$ cat src/rtl/down_count_pkg.sv
// rtl/down_count_pkg.sv - shared types for the down-count timer
// Contents: state_t (IDLE/RUN/DONE, 2 bits), DEFAULT_WIDTH.
package down_count_pkg;

    typedef enum logic [1:0] {
        ST_IDLE = 2'd0,
        ST_RUN  = 2'd1,
        ST_DONE = 2'd2
    } state_t;

    localparam int DEFAULT_WIDTH = 32;

endpackage

$ cat src/rtl/down_step_sat.sv
// rtl/down_step_sat.sv - combinational saturating decrement toward a terminal value
// Ports:
//   i_counter     current count
//   i_end         terminal value (never above i_counter in normal use)
//   i_step        decrement amount (already forced non-zero by the caller)
//   o_next        count after one step, clamped at i_end; equals i_counter at terminal
//   o_is_terminal i_counter == i_end
module down_step_sat #(
    parameter int WIDTH = 32
) (
    input  logic [WIDTH-1:0] i_counter,
    input  logic [WIDTH-1:0] i_end,
    input  logic [WIDTH-1:0] i_step,
    output logic [WIDTH-1:0] o_next,
    output logic             o_is_terminal
);

    logic [WIDTH-1:0] w_gap;

    // Distance still to travel; comparing it against the step avoids
    // ever computing a value that wraps below i_end.
    assign w_gap         = i_counter - i_end;
    assign o_is_terminal = (i_counter == i_end);

    always_comb begin
        o_next = i_counter;
        if (!o_is_terminal) begin
            if (w_gap < i_step) begin
                o_next = i_end;
            end else begin
                o_next = i_counter - i_step;
            end
        end
    end

endmodule

$ cat src/rtl/down_count_timer.sv
// rtl/down_count_timer.sv - programmable down-counter/timer with one-shot or auto-reload
// Ports:
//   clk, rst            clock; asynchronous active-low reset
//   load_valid/ready    load handshake (ready only in IDLE and not aborting)
//   load_start/end/step start, terminal and decrement values; step 0 acts as 1
//   load_reload         1 = reload start at terminal, 0 = stop
//   en                  count enable; abort returns to IDLE
//   counter, counter_f  registered count and its combinational next value
//   at_end, done, busy  terminal reached in RUN, terminal pulse, not IDLE
module down_count_timer
    import down_count_pkg::*;
#(
    parameter int WIDTH = DEFAULT_WIDTH
) (
    input  logic             clk,
    input  logic             rst,
    input  logic             load_valid,
    output logic             load_ready,
    input  logic [WIDTH-1:0] load_start,
    input  logic [WIDTH-1:0] load_end,
    input  logic [WIDTH-1:0] load_step,
    input  logic             load_reload,
    input  logic             en,
    input  logic             abort,
    output logic [WIDTH-1:0] counter,
    output logic [WIDTH-1:0] counter_f,
    output logic             at_end,
    output logic             done,
    output logic             busy
);

    typedef struct packed {
        logic [WIDTH-1:0] start_val;
        logic [WIDTH-1:0] end_val;
        logic [WIDTH-1:0] step_val;
        logic             reload;
    } load_cfg_t;

    localparam logic [WIDTH-1:0] STEP_ONE = {{(WIDTH-1){1'b0}}, 1'b1};

    state_t           r_state;
    state_t           w_state_nxt;
    load_cfg_t        r_cfg;
    load_cfg_t        w_cfg_in;
    logic [WIDTH-1:0] r_counter;
    logic             r_done;

    logic             w_load_ready;
    logic             w_accept;
    logic             w_count_en;
    logic             w_done_nxt;
    logic [WIDTH-1:0] w_step_next;
    logic             w_terminal;
    logic [WIDTH-1:0] w_counter_f;

    down_step_sat #(.WIDTH(WIDTH)) u_step (
        .i_counter     (r_counter),
        .i_end         (r_cfg.end_val),
        .i_step        (r_cfg.step_val),
        .o_next        (w_step_next),
        .o_is_terminal (w_terminal)
    );

    // A start below end is clamped up so reloads never land beneath end.
    always_comb begin
        w_cfg_in.start_val = (load_start < load_end) ? load_end : load_start;
        w_cfg_in.end_val   = load_end;
        w_cfg_in.step_val  = (load_step == '0) ? STEP_ONE : load_step;
        w_cfg_in.reload    = load_reload;
    end

    always_comb begin
        w_state_nxt  = r_state;
        w_load_ready = 1'b0;
        w_accept     = 1'b0;
        w_count_en   = 1'b0;
        w_done_nxt   = 1'b0;
        case (r_state)
            ST_IDLE: begin
                // abort in IDLE outranks a load
                w_load_ready = ~abort;
                if (load_valid && !abort) begin
                    w_accept    = 1'b1;
                    w_state_nxt = ST_RUN;
                end
            end
            ST_RUN: begin
                // abort also suppresses a same-cycle terminal event
                if (abort) begin
                    w_state_nxt = ST_IDLE;
                end else if (en) begin
                    w_count_en = 1'b1;
                    if (w_terminal) begin
                        w_done_nxt = 1'b1;
                        if (!r_cfg.reload) begin
                            w_state_nxt = ST_DONE;
                        end
                    end
                end
            end
            ST_DONE: begin
                w_state_nxt = ST_IDLE;
            end
            default: begin
                w_state_nxt = ST_IDLE;
            end
        endcase
    end

    always_comb begin
        w_counter_f = r_counter;
        if (r_state == ST_RUN && en) begin
            if (w_terminal) begin
                w_counter_f = r_cfg.reload ? r_cfg.start_val : r_counter;
            end else begin
                w_counter_f = w_step_next;
            end
        end
    end

    always_ff @(posedge clk or negedge rst) begin
        if (!rst) begin
            r_state   <= ST_IDLE;
            r_cfg     <= '0;
            r_counter <= '0;
            r_done    <= 1'b0;
        end else begin
            r_state <= w_state_nxt;
            r_done  <= w_done_nxt;
            if (w_accept) begin
                r_cfg     <= w_cfg_in;
                r_counter <= w_cfg_in.start_val;
            end else if (w_count_en) begin
                r_counter <= w_counter_f;
            end
        end
    end

    assign load_ready = w_load_ready;
    assign counter    = r_counter;
    assign counter_f  = w_counter_f;
    assign at_end     = (r_state == ST_RUN) && w_terminal;
    assign done       = r_done;
    assign busy       = (r_state != ST_IDLE);

endmodule

$ cat config.mk
export PLATFORM = sky130hd
export DESIGN_NAME = down_count_timer
export DESIGN_NICKNAME = d
export VERILOG_FILES = /design/src/rtl/down_count_pkg.sv /design/src/rtl/down_step_sat.sv /design/src/rtl/down_count_timer.sv
export SDC_FILE = /design/constraint.sdc
export NUM_CORES = 1
export LEC_CHECK = 0
export CAP_MARGIN = 5
export CORE_MARGIN = 2
export CORE_UTILIZATION = 52
export CTS_BUF_LIST = sky130_fd_sc_hd__clkbuf_2
export DETAILED_ROUTE_END_ITERATION = 7
export PLACE_DENSITY = 0.82
export SLEW_MARGIN = 10
export SYNTH_ARGS = -nofsm -noshare
export SYNTH_HDL_FRONTEND = slang
export SYNTH_HIERARCHICAL = 1
export SYNTH_SLANG_ARGS = --single-unit
export TNS_END_PERCENT = 100
$ cat constraint.sdc
create_clock -name clk -period 5.07 [get_ports clk]
set_input_delay 0.7605 -clock clk [delete_from_list [all_inputs] [get_ports clk]]
set_output_delay 0.7605 -clock clk [all_outputs]
set_load 0.03 [all_outputs]
==> impl_metrics.ini, run 1 <==
[floorplan]
start_util = 0.5314
core_region_area_um2 = 21960
dieArea_um2 = 23650
die_h_um = 153.8
io_pins = 170
die_x_um = 153.8
rows = 54

[power]
irDropWorstVdd_v = 0.0002668
clockPowerShare = 0.077
power.switching_uw = 4434
swShare = 0.4956
powerDensity_nw_per_um2 = 575.9
design_power_total_uw = 8945
combPwrFrac = 0.763
p_seq_frac = 0.160
leakagePower_uw = 0.006946
intPower_uw = 4511

[grt]
grt_first_pass_wirelength_um = 65380
grt_pass1_vias = 11960
grt_overflow = 0
grt_max_degree = 84
grt_antenna_before_repair = 2
track_usage = 0.3506

[synth]
syn-mean-instance-area_um2 = 7.764
ys.flop_type = dfrtp_1
ys_seq_area_frac = 0.2831
synth_nets = 1731
synth_edf_count = 0
muxShareOfSynthArea = 0.002681
synth_top_family_by_area = compound AO/OA/AOI/OAI gates
synth.area.top_cells = dfrtp_1, ha_1, a21oi_1
synth_top_area_frac = 0.2831
synthArstFlopShare = 1.000
yosys.area_share.simple = 0.1750
synth-seq-cells = 132
syn_inst = 1503
synth-adder-area-share = 0.1364
synth_top_cell_by_area = dfrtp_1
synthDistinctLibCells = 82
netlist_area_um2 = 11670
synth_compound_area_frac = 0.2955
synth_warnings = 6
yosys.area_share.xor_xnor = 0.04128

[setup_path]
worstPathRequired_ns = 4.31
cp-start-kind = flip-flop
crit_start = r_cfg[40]
r2r_start = r_cfg[40]
path_cells = inv_1 -> ha_4 -> and3_4 -> and2_1 -> a221o_1 -> o211ai_2 -> nand2_2 -> a211oi_4 -> a21o_4 -> o21bai_1 -> a21oi_1 -> xnor2_1 -> ha_1 -> a21o_1 -> a21o_1 -> a21oi_2 -> o211ai_1 -> o21bai_4 -> buf_12 -> or2_2 -> a31oi_1 -> o22ai_1 -> a21oi_2 -> buf_6
critPathBufInv = 3
crit_type = flip-flop to primary output
critPathArrivalTime_ns = 5.64
path_max_fanout = 16
max_stage_delay_ns = 0.44
cp_top_family = compound AO/OA/AOI/OAI gates
cp_slowest_cell = dfrtp_1
endpoint_kind = primary output

[route]
wirelength_um = 42730
drc = 0
drt-initial-drc-count = 1548
via_per_inst = 6.213
wire_per_inst_um = 20.64
drt_pass1_iterations = 6
postRouteAntennaNets = 0
vias = 12860

[finish]
final_cell_mix = nand2_1, buf_4, a21oi_1
instances_no_fill = 2070
utilization = 0.7073
fillers = 1758
nets = 2003
syn2layout_area_growth_pct = 33.10
final_common_cell = nand2_1
drive_gt1_frac = 0.2075

[clock_tree]
root_buffer = clkbuf_2
cts.sinks = 132
cts_tree = done
path_clk_slew_ns = 0.27
insertion_delay_ns = 0.81
cts_buffers = 17
htree_num_levels = 4
cts_max_path_buffers = 2

[timing]
finalSetupViolCount = 40
post-route-period-util = 1.262
period_minus_slack_ns = 6.398
max_slew_margin = 0.4135
report.final.slew_viol_count = 0
max_freq_mhz = 156.3
finalHoldViolCount = 0
fin_worst_skew_ns = 0.05557
rsz0062_at_grt = yes
hold_slack_ns = 0.4395
fin_ws_ns = -1.328
worst_pin_slew_ns = 0.8798

[place]
hpwl_um = 31540
placed_cells = 2005
gp_congestion = 0.9358
portBuffers = 169

[job]
drv_cap = 0

[run_status]
outcome = complete, but fails checks
violations = negative setup slack

[hold_path]
hp-class = input pin to flip-flop
hp-start = load_reload
[sequential cells by signal, indices dropped and copies added, names as in the netlist]
name,count
r_state,2
r_cfg,97
counter,32
done,1
[cell usage after synthesis, types with 4 or more instances]
cell type and number:
a211oi_1 8, a21o_1 37, a21oi_1 193, a31oi_1 44, and2_1 6, and3_1 12, and4_1 5, buf_1 5
buf_2 12, buf_4 4, clkbuf_1 49, dfrtp_1 132, ha_1 124, inv_1 111, nand2_1 188, nand2b_1 46
nand3_1 11, nand3b_1 4, nand4_1 20, nor2_1 96, nor2b_1 9, nor3_1 11, nor4_1 10, o211ai_1 5
o21a_1 8, o21ai_0 93, o21ai_1 21, o21bai_1 12, o22ai_1 98, o31ai_1 5, or2_2 4, xnor2_1 34
xor2_1 21
[per-stage QoR]
step	cell area (µm²)	setup slack (ns)	TNS, ns
after global routing	15530	-1.574	-53.17
final	15530	-1.328	-40.12
after detailed placement	14550	-0.4016	-9.895
after CTS	15210	-1.269	-37.58
after floorplan	11970	-0.03724	-0.3912
after global placement	14550	-0.3186	-7.406
[worst min-delay path, stage by stage]
cell             delay [ns]
clkdlybuf4s50_1        0.40
nand2_1                0.06
nand2_1                0.04
[metal layers]
metal,vias up,part of all wire,GRT usage
li1,5975,-,-
met3,74,0.12,0.08399
met4,0,0.018,0.09390
met5,-,0,0
met2,819,0.42,0.5045
met1,5993,0.44,0.5251
[cells by family (layout without fill, tap and decap cells)]
family / after synthesis / after routing
fa+ha+maj: 126 / 126
buf+inv: 188 / 473
mux: 3 / 3
simple gates: 433 / 433
compound gates: 566 / 566
xor+xnor: 55 / 55
other cells: 0 / 2
flops: 132 / 132
[what timing repair did]
item,CTS,global route
hold buffers,1,0
pin swaps,16,20
endpoints found under the hold margin,7,0
endpoints found under the setup margin,32,64
cloned,2,1
resized for setup,73,45
buffers inserted,16,12
[final cells by class]
class | instances | area, µm² | share of cell area
clock inverter | 15 | 156.4 | 0.01007
inverter | 111 | 416.7 | 0.02683
clock buffer | 17 | 85.08 | 0.005478
antenna | 2 | 5.005 | 0.0003222
tap | 280 | 350.3 | 0.02256
sequential | 132 | 3316 | 0.2135
timing repair buffer | 330 | 3027 | 0.1949
multi-input combinational | 1183 | 8175 | 0.5264
[final timing paths]
path | end | slack, ns | cells after the start
max | counter_f[13] | -1.33 | 24
min | r_cfg[0] | 0.44 | 3
max reg2reg | counter[14] | -0.17 | 29
min reg2reg | r_cfg[8] | 0.52 | 2
max in group asynchronous | counter[0] | 3.44 | 3
min in group asynchronous | counter[30] | 0.53 | 2
[power groups by stage]
stage          clock, µW  combinational, µW  sequential (µW)
2_1_floorplan          0               3530             1580
3_3_place_gp           0               5580             1420
3_5_place_dp           0               5680             1430
4_1_cts              695               6260             1410
5_1_grt              743               7270             1450
6_report             688               6830             1430
Power figures use the tool's default switching activity.
==> inputs of run 2 (changes only) <==
CTS_CLUSTER_SIZE = 30   (was unset)
==> results of run 2 <==
No change in the layout: final DEF, timing and power equal those of run 1.
==> inputs of run 3 (changes only) <==
ABC_CLOCK_PERIOD_IN_PS = 5070   (was unset)
CORE_MARGIN = 1.5   (was 2)
==> run 3 against run 2 <==
  * The flow still finishes with violations (negative setup slack)
  * Clock skew increased by 0.013 ns
  * Critical path depth increased by 3
  * Power decreased by 3.3%
  * Critical path type unchanged
  * Global-route usage increased by 0.066 points
  * Register-to-register slack got worse by 0.06 ns
  * Combinational power decreased by 4.4%
  * Wire length decreased by 1.0%
  * Cell area increased by 0.44%
  * Critical endpoint is now counter_f[14]
  * Die area decreased by 1.3%
  * Worst setup slack improved by 0.022 ns
  * First-iteration DRC count increased by 7.9%
  * Sequential power about the same
==> impl_metrics.ini, run 3 (synthesis results as in run 1) <==
[finish]
nets = 2007
syn2layout_area_growth_pct = 33.69
utilization = 0.7126
final_common_cell = nand2_1
fillers = 1706
final_cell_mix = nand2_1, buf_4, a21oi_1, clkdlybuf4s50_1, dfrtp_1
design_area_um2 = 15600
instances_no_fill = 2073
largest_reg_flops = 97
drive_gt1_frac = 0.2199
regMostFlops = r_cfg

[timing]
post-route-period-util = 1.257
max_slew_margin = 0.02772
finalSetupViolCount = 46
fin_ws_ns = -1.305
report.final.slew_viol_count = 0
rsz0062_at_grt = yes
worst_pin_slew_ns = 1.458
max_freq_mhz = 156.9
period_minus_slack_ns = 6.375
finalHoldViolCount = 0
fin_worst_skew_ns = 0.06812

[clock_tree]
insertion_delay_ns = 0.78
cts_max_path_buffers = 2
path_clk_slew_ns = 0.29
cts_buffers = 17
htree_num_levels = 4
cts_tree = done
root_buffer = clkbuf_2
cts.sinks = 132

[power]
power.switching_uw = 4265
combPwrFrac = 0.755
swShare = 0.4929
irDropWorstVdd_v = 0.0002795
clockPowerShare = 0.078
leakagePower_uw = 0.006971
p_seq_frac = 0.166
intPower_uw = 4388
powerDensity_nw_per_um2 = 554.7

[place]
portBuffers = 169
placed_cells = 2006
hpwl_um = 31140
dpl_cell_area_um2 = 14600
gp_congestion = 0.9545

[route]
wirelength_um = 42300
wire_per_inst_um = 20.40
drc = 0
drt_pass1_iterations = 7
postRouteAntennaNets = 0
drt-initial-drc-count = 1670
vias = 12930
via_per_inst = 6.238

[setup_path]
endpoint_kind = primary output
r2r_setup_slack_ns = -0.23
path_max_fanout = 6
cp-start-kind = flip-flop
cp_slowest_cell = dfrtp_2
crit_type = flip-flop to primary output
critPathArrivalTime_ns = 5.61
path_common_cell = a21o_1
worstPathRequired_ns = 4.31
max_stage_delay_ns = 0.46

[grt]
grt_pass1_vias = 12350
track_usage = 0.3512
grt_max_degree = 98
grt_overflow = 0
grt_first_pass_wirelength_um = 65390
grt_antenna_before_repair = 1

[floorplan]
core_region_area_um2 = 21890
io_pins = 170
dieArea_um2 = 23350
rows = 54
start_util = 0.5330
die_h_um = 152.8
die_x_um = 152.8

[run_status]
violations = negative setup slack
outcome = complete, but fails checks

[hold_path]
hp-class = input pin to async pin

[job]
drv_cap = 0
## run 3: stage by stage
step / total power [µW] / hold slack [ns] / setup WS [ns] / TNS [ns]
global route: 9192 / 0.001592 / -1.569 / -54.14
detailed placement: 7029 / 0.4624 / -0.4669 / -13.01
floorplan: 5115 / 0.4457 / -0.03724 / -0.3912
CTS: 8138 / 0.009690 / -1.230 / -37.43
finish: 8653 / 0.01260 / -1.305 / -40.37
global placement: 6912 / 0.4590 / -0.4062 / -11.12
## run 3: layout make-up
class | instances | area [µm²] | share of cell area
clock inverter | 15 | 145.1 | 0.009304
antenna | 1 | 2.502 | 0.0001604
sequential | 132 | 3316 | 0.2125
inverter | 111 | 416.7 | 0.02671
clock buffer | 17 | 85.08 | 0.005454
multi-input combinational | 1184 | 8270 | 0.5302
tap | 280 | 350.3 | 0.02246
timing repair buffer | 333 | 3014 | 0.1932
## run 3: what timing repair did
action,CTS,global route
endpoints found under the setup margin,38,64
pin swaps,14,27
resized for setup,58,73
buffers inserted,24,9
gates cloned,1,1
hold buffers,0,0
## run 3: power groups by stage
stage                     Clock [µW]  Sequential (µW)  Combinational, µW
after global placement             0             1440               5480
after global routing             732             1460               7000
final                            679             1440               6530
after CTS                        684             1430               6030
after detailed placement           0             1450               5580
after floorplan                    0             1580               3530
## run 3: critical path, delay by kind of cell, from the launching register on
| family | cells | cell delay, ns |
|---|---|---|
| adder cells (fa/ha/maj) | 3 | 0.68 |
| XOR/XNOR | 1 | 0.26 |
| buffers and inverters | 5 | 0.62 |
| AO/OA/AOI/OAI | 16 | 2.66 |
| flip-flops | 1 | 0.46 |
| AND/OR/NAND/NOR | 2 | 0.17 |
## run 3: final timing paths
path	to	startpoint	cells past startpoint
setup reg to reg	counter[9]	counter[0]	32
setup / recovery	counter_f[14]	counter[0]	27
hold reg to reg	r_cfg[8]	r_cfg[8]	2
hold / removal	r_cfg[95]	rst	1
min in group clk	r_cfg[0]	load_reload	3
max in group asynchronous	r_cfg[13]	rst	2
## run 3: metal layers
metal / track usage / vias to the layer above / share of wire
met4: 0.1062 / 0 / 0.026
met5: 0 / - / 0
met3: 0.09528 / 95 / 0.12
met2: 0.5165 / 839 / 0.43
met1: 0.5015 / 6039 / 0.42
li1: - / 5958 / -
